## src/rtl/irq_ctrl.sv

```systemverilog
// Prioritising interrupt controller: latches edge/level requests, raises one
// request to the CPU, and tracks the acknowledge / end-of-interrupt handshake.
//
// Ports:
//   clk        system clock, all state changes on the rising edge
//   rst        synchronous active-high reset
//   EX_irq     raw interrupt lines (synchronous to clk)
//   cfg_we     enable-mask write strobe
//   cfg_wdata  new enable mask
//   INT_irq    registered request to the CPU control FSM
//   INTA_irq   CPU acknowledge pulse
//   irq_eoi    CPU end-of-interrupt pulse
//   irq_id     id of the source being serviced
//   in_service high while a handler runs
//   pending    raw pending status, before masking
module irq_ctrl #(
    parameter int              N_SRC     = 4,
    parameter int              ID_W      = 2,
    parameter logic [N_SRC-1:0] EDGE_MASK = {N_SRC{1'b1}}
) (
    input  logic             clk,
    input  logic             rst,
    input  logic [N_SRC-1:0] EX_irq,
    input  logic             cfg_we,
    input  logic [N_SRC-1:0] cfg_wdata,
    output logic             INT_irq,
    input  logic             INTA_irq,
    input  logic             irq_eoi,
    output logic [ID_W-1:0]  irq_id,
    output logic             in_service,
    output logic [N_SRC-1:0] pending
);

    typedef enum logic [1:0] {
        IDLE = 2'd0,
        REQ  = 2'd1,
        SERV = 2'd2
    } state_t;

    state_t           state;
    state_t           state_nxt;
    logic [N_SRC-1:0] prev;
    logic [N_SRC-1:0] enable;
    logic [N_SRC-1:0] active;
    logic [N_SRC-1:0] edge_set;
    logic [N_SRC-1:0] ack_clr;
    logic [N_SRC-1:0] pend_nxt;
    logic [ID_W-1:0]  win;
    logic             take;

    assign active   = pending & enable;
    assign edge_set = EX_irq & ~prev & EDGE_MASK;

    // Lowest index wins: scan downwards so the last hit is the lowest bit.
    always_comb begin
        win = '0;
        for (int i = N_SRC - 1; i >= 0; i--) begin
            if (active[i]) begin
                win = ID_W'(i);
            end
        end
    end

    always_comb begin
        state_nxt = state;
        take      = 1'b0;
        unique case (state)
            IDLE: begin
                if (|active) begin
                    state_nxt = REQ;
                end
            end
            REQ: begin
                // A withdrawn or masked request cancels regardless of INTA.
                if (!(|active)) begin
                    state_nxt = IDLE;
                end else if (INTA_irq) begin
                    state_nxt = SERV;
                    take      = 1'b1;
                end
            end
            SERV: begin
                if (irq_eoi) begin
                    state_nxt = IDLE;
                end
            end
            default: begin
                state_nxt = IDLE;
            end
        endcase
    end

    // Only edge sources are cleared by acknowledge; a new edge in the same
    // cycle re-sets the bit because set is OR-ed in after the clear.
    always_comb begin
        ack_clr = '0;
        if (take) begin
            ack_clr = (N_SRC'(1) << win) & EDGE_MASK;
        end
        pend_nxt = (EDGE_MASK & ((pending & ~ack_clr) | edge_set))
                 | (~EDGE_MASK & EX_irq);
    end

    always_ff @(posedge clk) begin
        if (rst) begin
            state      <= IDLE;
            prev       <= EX_irq;
            pending    <= '0;
            enable     <= '1;
            irq_id     <= '0;
            INT_irq    <= 1'b0;
            in_service <= 1'b0;
        end else begin
            state      <= state_nxt;
            prev       <= EX_irq;
            pending    <= pend_nxt;
            INT_irq    <= (state_nxt == REQ);
            in_service <= (state_nxt == SERV);
            if (cfg_we) begin
                enable <= cfg_wdata;
            end
            if (take) begin
                irq_id <= win;
            end
        end
    end

endmodule

```

## config.mk

```make
export PLATFORM = sky130hd
export DESIGN_NAME = irq_ctrl
export DESIGN_NICKNAME = d
export VERILOG_FILES = /design/src/rtl/irq_ctrl.sv
export SDC_FILE = /design/constraint.sdc
export NUM_CORES = 1
export LEC_CHECK = 0
export CAP_MARGIN = 20
export CELL_PAD_IN_SITES_DETAIL_PLACEMENT = 0
export CELL_PAD_IN_SITES_GLOBAL_PLACEMENT = 1
export CORE_MARGIN = 3
export CORE_UTILIZATION = 30
export CTS_CLUSTER_SIZE = 28
export DETAILED_ROUTE_END_ITERATION = 7
export PLACE_DENSITY = 0.68
export SETUP_SLACK_MARGIN = 0.15
export SYNTH_ARGS = -nofsm -noshare
export SYNTH_HDL_FRONTEND = slang
export SYNTH_SLANG_ARGS = --single-unit
```

## constraint.sdc

```tcl
create_clock -name clk -period 2.3 [get_ports clk]
set_input_delay 0.46 -clock clk [delete_from_list [all_inputs] [get_ports clk]]
set_output_delay 0.46 -clock clk [all_outputs]
set_load 0.03 [all_outputs]
```

## Word-level counts from Yosys, hierarchy flattened

Index checks and enable logic that the tools add are counted.

- Reductions and logical operators: 2
- Mux-type cells: 13
- Bitwise gates (word level): 6
- Shift operators: 1
- Eq/ne operators: 4

Operators by type and width:

| kind | count |
|---|---|
| two-way mux 2 bit | 8 |
| AND 4 bit | 3 |
| inverter 4 bit | 2 |
| one-hot mux 2 bit (3 select lines) | 1 |
| == test 2 x 1 -> 1 bit (second input constant) | 2 |
| == test 2 bit (second input constant) | 2 |
| two-way mux 4 bit | 1 |
| OR 4 bit | 1 |
| OR reduction 4 bit | 1 |
| << shifter 1 x 2 -> 4 bit (first input constant) | 1 |
| two-way mux 1 bit | 3 |
| logical NOT 2 bit | 1 |

- Logic and storage cells: 33
- Bits of input ports: 13
- Output and inout bits: 8
- Flip-flop bits (word level): 18

## Longest topological paths before layout

Gate-level depths: netlist of the first run.

- Depth in word-level cells: 10
- Mapped depth: 4
- Gate-level depth less buffers: 4

## Worst setup path before layout of the first run

OpenSTA, ideal clock, no wires.

- Kind: reg-to-reg
- Start: register pending[0]
- End: register pending[3]
- Data required time: 2.183 ns
- Cell stages (with the launch flop): 5
- Clock period less this slack: 1.245 ns
- Path buffers: 0
- Setup time: 0.117 ns
- Arrival: 1.128 ns
- Slack: 1.055 ns
- Path through: dfxtp_1 -> a22o_4 -> nor2_2 -> nand3_1 -> a32o_1

- Cells in the longest elaborated chain, start to end: 8
- Elaborated cells between the ends (all ways): 10
- Classes of those cells: 1 x shift; 4 x mux; 4 x bitwise; 1 x reduce/logical

RTL lines:

| what | RTL line | RTL |
|---|---|---|
| start, declared | 31 | `output logic [N_SRC-1:0] pending` |
| start signal, assigned | 116 | `pending <= pend_nxt;` |
| AND 4 bit (*) | 51 | `assign active = pending & enable;` |
| OR reduction 4 bit | 75 | `if (!(\|active)) begin` |
| two-way mux 1 bit | 75 |  |
| two-way mux 1 bit | 67 | `unique case (state)` |
| two-way mux 4 bit (*) | 97 | `if (take) begin` |
| inverter 4 bit (*) | 100 | `pend_nxt = (EDGE_MASK & ((pending & ~ack_clr) \| edge_set))` |
| AND 4 bit (*) | 100 |  |
| OR 4 bit (*) | 100 |  |

Mark *: on every way between the ends. The rest lies on a longest branch, timed or not.
A chain may end at the register's enable or synchronous reset.

## Worst setup path after layout of the first run

- Start: register pending[1]
- End: output port pending[1]

No word-level cell between the ends.

==> impl_results.md, run 1 <==
- CP Max Fanout: 4
- Post-cts resize count: 0
- Yosys warns: 0
- Slowest CP cell: clkdlybuf4s50_1
- Slew @ Worst Pin: 0.343 ns
- Synthesized area: 654 um2
- Diodes inserted: 0
- Post-Syn Nets: 76
- Sequential share of the synthesized area: 0.551
- Leakage: 0.338 nW
- Pwr dens: 671 nW/um2
- Placer Congestion: 0.700
- Clock Sinks: 18
- Post-synth top area share: 0.551
- H-tree depth: 1
- Chip width: 52.7 um
- Port Buffers: 20
- Status: finished, final reports clean
- Clk pin slew, worst setup/hold paths: 0.10 ns
- Register area: 360 um2
- Die height: 52.7 um
- Starting Density: 0.324
- EDFF count, synth: 0
- Clock buffer count from CTS: 3
- Fillers: 205
- Nets: 99
- Initial antenna violation count: 0
- Final worst slack: 0.449 ns
- Post-route DRC: 0
- Final Cell Area: 902 um2
- Tcrit/Tclk final: 0.805
- Final hold violations: 0
- CP required: 1.84 ns
- CTS tree: done
- Most frequent cell after synthesis: dfxtp_1
- Core area: 2020 um2
- DR iter-0 viols: 5
- Yosys reg bits: 18
- Top cells by count, synth: 18 x dfxtp_1, 8 x nand2_1, 5 x mux2i_1
- GR Overflow Total: 0
- Setup violators final: 0
- Row count: 16
- Routed len/inst: 11.4 um
- Vias in the first global route: 485
- GRT Util Overall: 0.102
- Final ANT Viol Nets: 0
- Count of different cell masters after synthesis: 22
- Crit. End Element: primary output
- CTS max path bufs: 2
- Skew final: 0.00238 ns
- First-pass GRT wire length: 2.04 mm
- Critical path class: flip-flop to primary output
- Count of TritonRoute iterations in the first routing pass: 2
- Slowest stage delay, CP: 0.70 ns
- Drt via density: 4.56
- Layout cells sized above 1: 0.0833
- Clk_lat worst skew: 0.28 ns
- Cell family with most CP delay: buffers and inverters
- CP Buf/Inv Count: 1
- Root buf cell: clkbuf_4
- Post-place setup slack: 0.453 ns
- Ys flop type: dfxtp_1
- Total wire length: 1.26 mm
- Mean post-synth cell area: 10.4 um2
- Hold_buf cts: 0
- Via count: 506
- Pins Over Slew Limit: 0
- Largest net degree at the start of global routing: 10
- Multi-input gate area: 282 um2
- Hold crit path type: flip-flop to flip-flop
- Worst EP arrival: 1.39 ns
- Synth area leaders: dfxtp_1 55%, mux2i_1 7.6%, nand2_1 4.6%, a21oi_1 3.1%, a32o_1 3.1%
- Final min period: 1.85 ns
- Detail Placement HPWL: 959 um
- Die area: 2780 um2
- Worst path cell trace: clkdlybuf4s50_1
- Total negative slack: 0 ns
- Max-slew headroom: 0.766
- Setup repair bufs after CTS: 0
- Ys async rst share: 0
- Fmax: 540 MHz
- Top cell type by total area after synthesis: dfxtp_1
- Num ports: 21
- Max rail drop VDD: 0.000237 V
- RSZ-0062 raised after global routing: false
- P&R area growth vs syn: 37.9%
- Crit start category: flip-flop
- Area post-placement: 880 um2
- Max-Cap Viols: 0
- Gate Count Post-Synth: 63
area by class of cell:
| cell class | count | share of cell area |
|---|---|---|
| multi-input combinational | 42 | 0.312 |
| inverter | 1 | 0.00416 |
| tap | 27 | 0.0374 |
| sequential | 18 | 0.399 |
| timing repair buffer | 20 | 0.222 |
| clock buffer | 3 | 0.0250 |
power breakdown:
part | internal [W] | switching (W)
clock | 0.0000607 | 0.0000879
sequential | 0.000332 | 0.0000150
combinational | 0.0000583 | 0.0000518
total | 0.000451 | 0.000155
sequential cells by signal, summed over array words and instances, names as in the netlist:
signal	count
in_service	1
pending	4
prev	4
INT_irq	1
enable	4
irq_id	2
state	2
path summary, 6_finish.rpt:
path	from	slack, ns	cells after the start	to
max	pending[1]	0.45	1	pending[1]
min	irq_id[0]	0.46	2	irq_id[0]
max reg2reg	pending[0]	1.12	4	pending[3]
min reg2reg	irq_id[0]	0.46	2	irq_id[0]
kinds of logic after synthesis:
family / count (synthesis) / share of synthesized area
AO/OA/AOI/OAI: 14 / 0.178
buffers and inverters: 3 / 0.0191
flip-flops: 18 / 0.551
multiplexers: 5 / 0.0765
AND/OR/NAND/NOR: 23 / 0.176
metal layers:
metal | wire length [um] | vias to the layer above | GRT usage
li1 | - | 267 | -
met1 | 664 | 225 | 0.133
met2 | 510 | 14 | 0.145
met3 | 85 | 0 | 0.0285
met4 | 0 | 0 | 0.0638
met5 | 0 | - | 0
stage by stage:
step	std cells	utilization	hold slack, ns	total power [W]
after floorplan	63	-	0.438	0.000416
after global placement	108	0.435	0.454	0.000464
after detailed placement	108	0.435	0.447	0.000465
after CTS	111	0.446	0.469	0.000616
after global routing	111	0.446	0.502	0.000632
final	111	0.446	0.464	0.000605
cells in the final DEF (no fill, tap or decap), types with 2 or more instances in the layout:
cell type,synthesis,routed
clkdlybuf4s50_1,0,20
dfxtp_1,18,18
nand2_1,8,8
mux2i_1,5,5
nor2_1,4,4
a21oi_1,4,4
nand3_1,3,3
clkbuf_4,0,3
a32o_1,2,2
nor2_2,2,2
nor2b_1,2,2
a2111oi_0,2,2
o21a_1,2,2
No activity file was read; power rests on OpenSTA's default activity.
==> run 2, diff against run 1 <==
Settings changed: CORE_UTILIZATION 30 to 29, PLACE_DENSITY 0.68 to 0.69.
Clock period 2.3 ns to 1.5 ns, I/O delays scaled along.
==> impl_results.md, run 2 (synthesis results as in run 1) <==
- Final worst slack: 0.200 ns (-0.250 ns)
- Status: finished, final reports clean
- Row count: 16 (unchanged)
- Clock buffer count from CTS: 3 (unchanged)
- Clock Sinks: 18 (unchanged)
- Final hold violations: 0 (unchanged)
- CP Max Fanout: 2 (-2)
- Layout Cells excl Fill: 118 (+6.3%)
- Total negative slack: 0 ns (unchanged)
- Fin Hold WS: 0.462 ns (-0.00265 ns)
- Slowest CP cell: clkdlybuf4s15_1
- Die area: 2860 um2 (+3.0%)
- Max rail drop VDD: 0.000707 V (+200%)
- Slowest stage delay, CP: 0.37 ns (-0.33 ns)
- P&R area growth vs syn: 45.1%
- Critical path class: flip-flop to primary output
- CTS max path bufs: 2 (unchanged)
- Pins Over Slew Limit: 0 (unchanged)
- Total Power: 0.00100 W (+65%)
- Crit start category: flip-flop
- Commonest non-fill, non-tap cell in the layout: dfxtp_1
- Post-place setup slack: -0.0497 ns (-0.503 ns)
- Max-slew headroom: 0.787 (+0.0210)
- Pwr dens: 1050 nW/um2 (+57%)
- Detail Placement HPWL: 1.05 mm (+9.4%)
- Final min period: 1.30 ns
- CP Buf/Inv Count: 1 (unchanged)
- Starting Density: 0.320 (-0.00317)
- First-pass GRT wire length: 2.34 mm (+15%)
- Final ANT Viol Nets: 0 (unchanged)
- Worst path cell trace: clkdlybuf4s15_1
- Root buf cell: clkbuf_4
- Initial antenna violation count: 0 (unchanged)
- Diodes inserted: 0 (unchanged)
- Fmax: 769 MHz
- Hold crit path type: flip-flop to flip-flop
- Placer Congestion: 0.771 (+10%)
- Layout cells sized above 1: 0.176 (+0.0925)
- Via count: 548 (+8.3%)
- Vias in the first global route: 543 (+12%)
- CTS tree: done
- Skew final: 0.00435 ns (+0.00197 ns)
- Cell family with most CP delay: buffers and inverters
- Worst EP arrival: 1.00 ns (-0.39 ns)
- Setup violators final: 0 (unchanged)
- R2R Setup Slk: 0.22 ns (-0.90 ns)
- Placed Cells incl. Taps: 114 (+5.6%)
- Num ports: 21 (unchanged)
- RSZ-0062 raised after global routing: true
- GRT Util Overall: 0.114 (+0.0122)
- DR iter-0 viols: 2 (-3)
- GR Overflow Total: 0 (unchanged)
- Nets: 105 (+6.1%)
- Crit. End Element: primary output
- Routed len/inst: 11.7 um (+3.3%)
- Largest regs: enable: 4 flops, pending: 4 flops, prev: 4 flops
- Clk pin slew, worst setup/hold paths: 0.10 ns (about the same)
- Max-Cap Viols: 0 (unchanged)
- H-tree depth: 1 (unchanged)
- Count of TritonRoute iterations in the first routing pass: 4 (+2)
- Total wire length: 1.38 mm (+9.8%)
- Hold_buf cts: 0 (unchanged)
- Drt via density: 4.64 (+1.9%)
- Clk_lat worst skew: 0.29 ns (about the same)
- Slew @ Worst Pin: 0.312 ns (-0.0307 ns)
- Commonest cells after routing, fill and taps aside: 18 x dfxtp_1, 12 x clkdlybuf4s50_1, 8 x nand2_1
- Largest net degree at the start of global routing: 11 (+1)
- Setup repair bufs after CTS: 0 (unchanged)
- CP required: 1.20 ns (-0.64 ns)
- Chip width: 53.5 um (+1.5%)
- Leakage: 0.386 nW (+14%)
- Post-cts resize count: 9 (+9)
- Core area: 2040 um2 (+0.99%)
- Port Buffers: 20 (unchanged)
- Die height: 53.5 um (+1.5%)
- Post-route DRC: 0 (unchanged)
- Tcrit/Tclk final: 0.867
-- run 2: cell count changes in the layout (fill, tap and decap cells not counted), sizes merged --
cell,before,now
clkdlybuf4s50,20,12
buf,0,6
clkdlybuf4s15,0,5
clkbuf,3,6
dlygate4sd2,0,1
-- run 2: final timing paths --
path,cells after the start,to,start
hold reg to reg,2,irq_id[0],irq_id[0]
setup / recovery,1,pending[1],pending[1]
setup reg to reg,5,pending[3],pending[0]
hold / removal,2,irq_id[0],irq_id[0]
-- run 2: per-stage QoR --
| step | utilization | area, um2 |
|---|---|---|
| after floorplan | - | 654 |
| after global placement | 0.453 | 925 |
| after detailed placement | 0.453 | 925 |
| after CTS | 0.466 | 952 |
| after global routing | 0.465 | 950 |
| final | 0.465 | 950 |
-- run 2: power by group --
group | switching (W) | internal, W | leakage (nW) | total (W)
combinational | 0.0000860 | 0.0000925 | 0.216 | 0.000178
clock | 0.000146 | 0.000148 | 0.0210 | 0.000293
sequential | 0.0000201 | 0.000509 | 0.149 | 0.000529
-- run 2: final cells by class --
type | count | area [um2]
fill | 218 | 1090
sequential | 18 | 360
multi-input combinational | 42 | 282
timing repair buffer | 26 | 234
clock buffer | 4 | 36.3
tap | 27 | 33.8
inverter | 1 | 3.75
-- run 2: metal layers --
layer | track usage | wire, um | vias up
li1 | - | - | 283
met1 | 0.135 | 655 | 249
met2 | 0.182 | 636 | 14
met3 | 0.0592 | 83 | 2
met4 | 0.0255 | 7 | 0
met5 | 0 | 0 | -
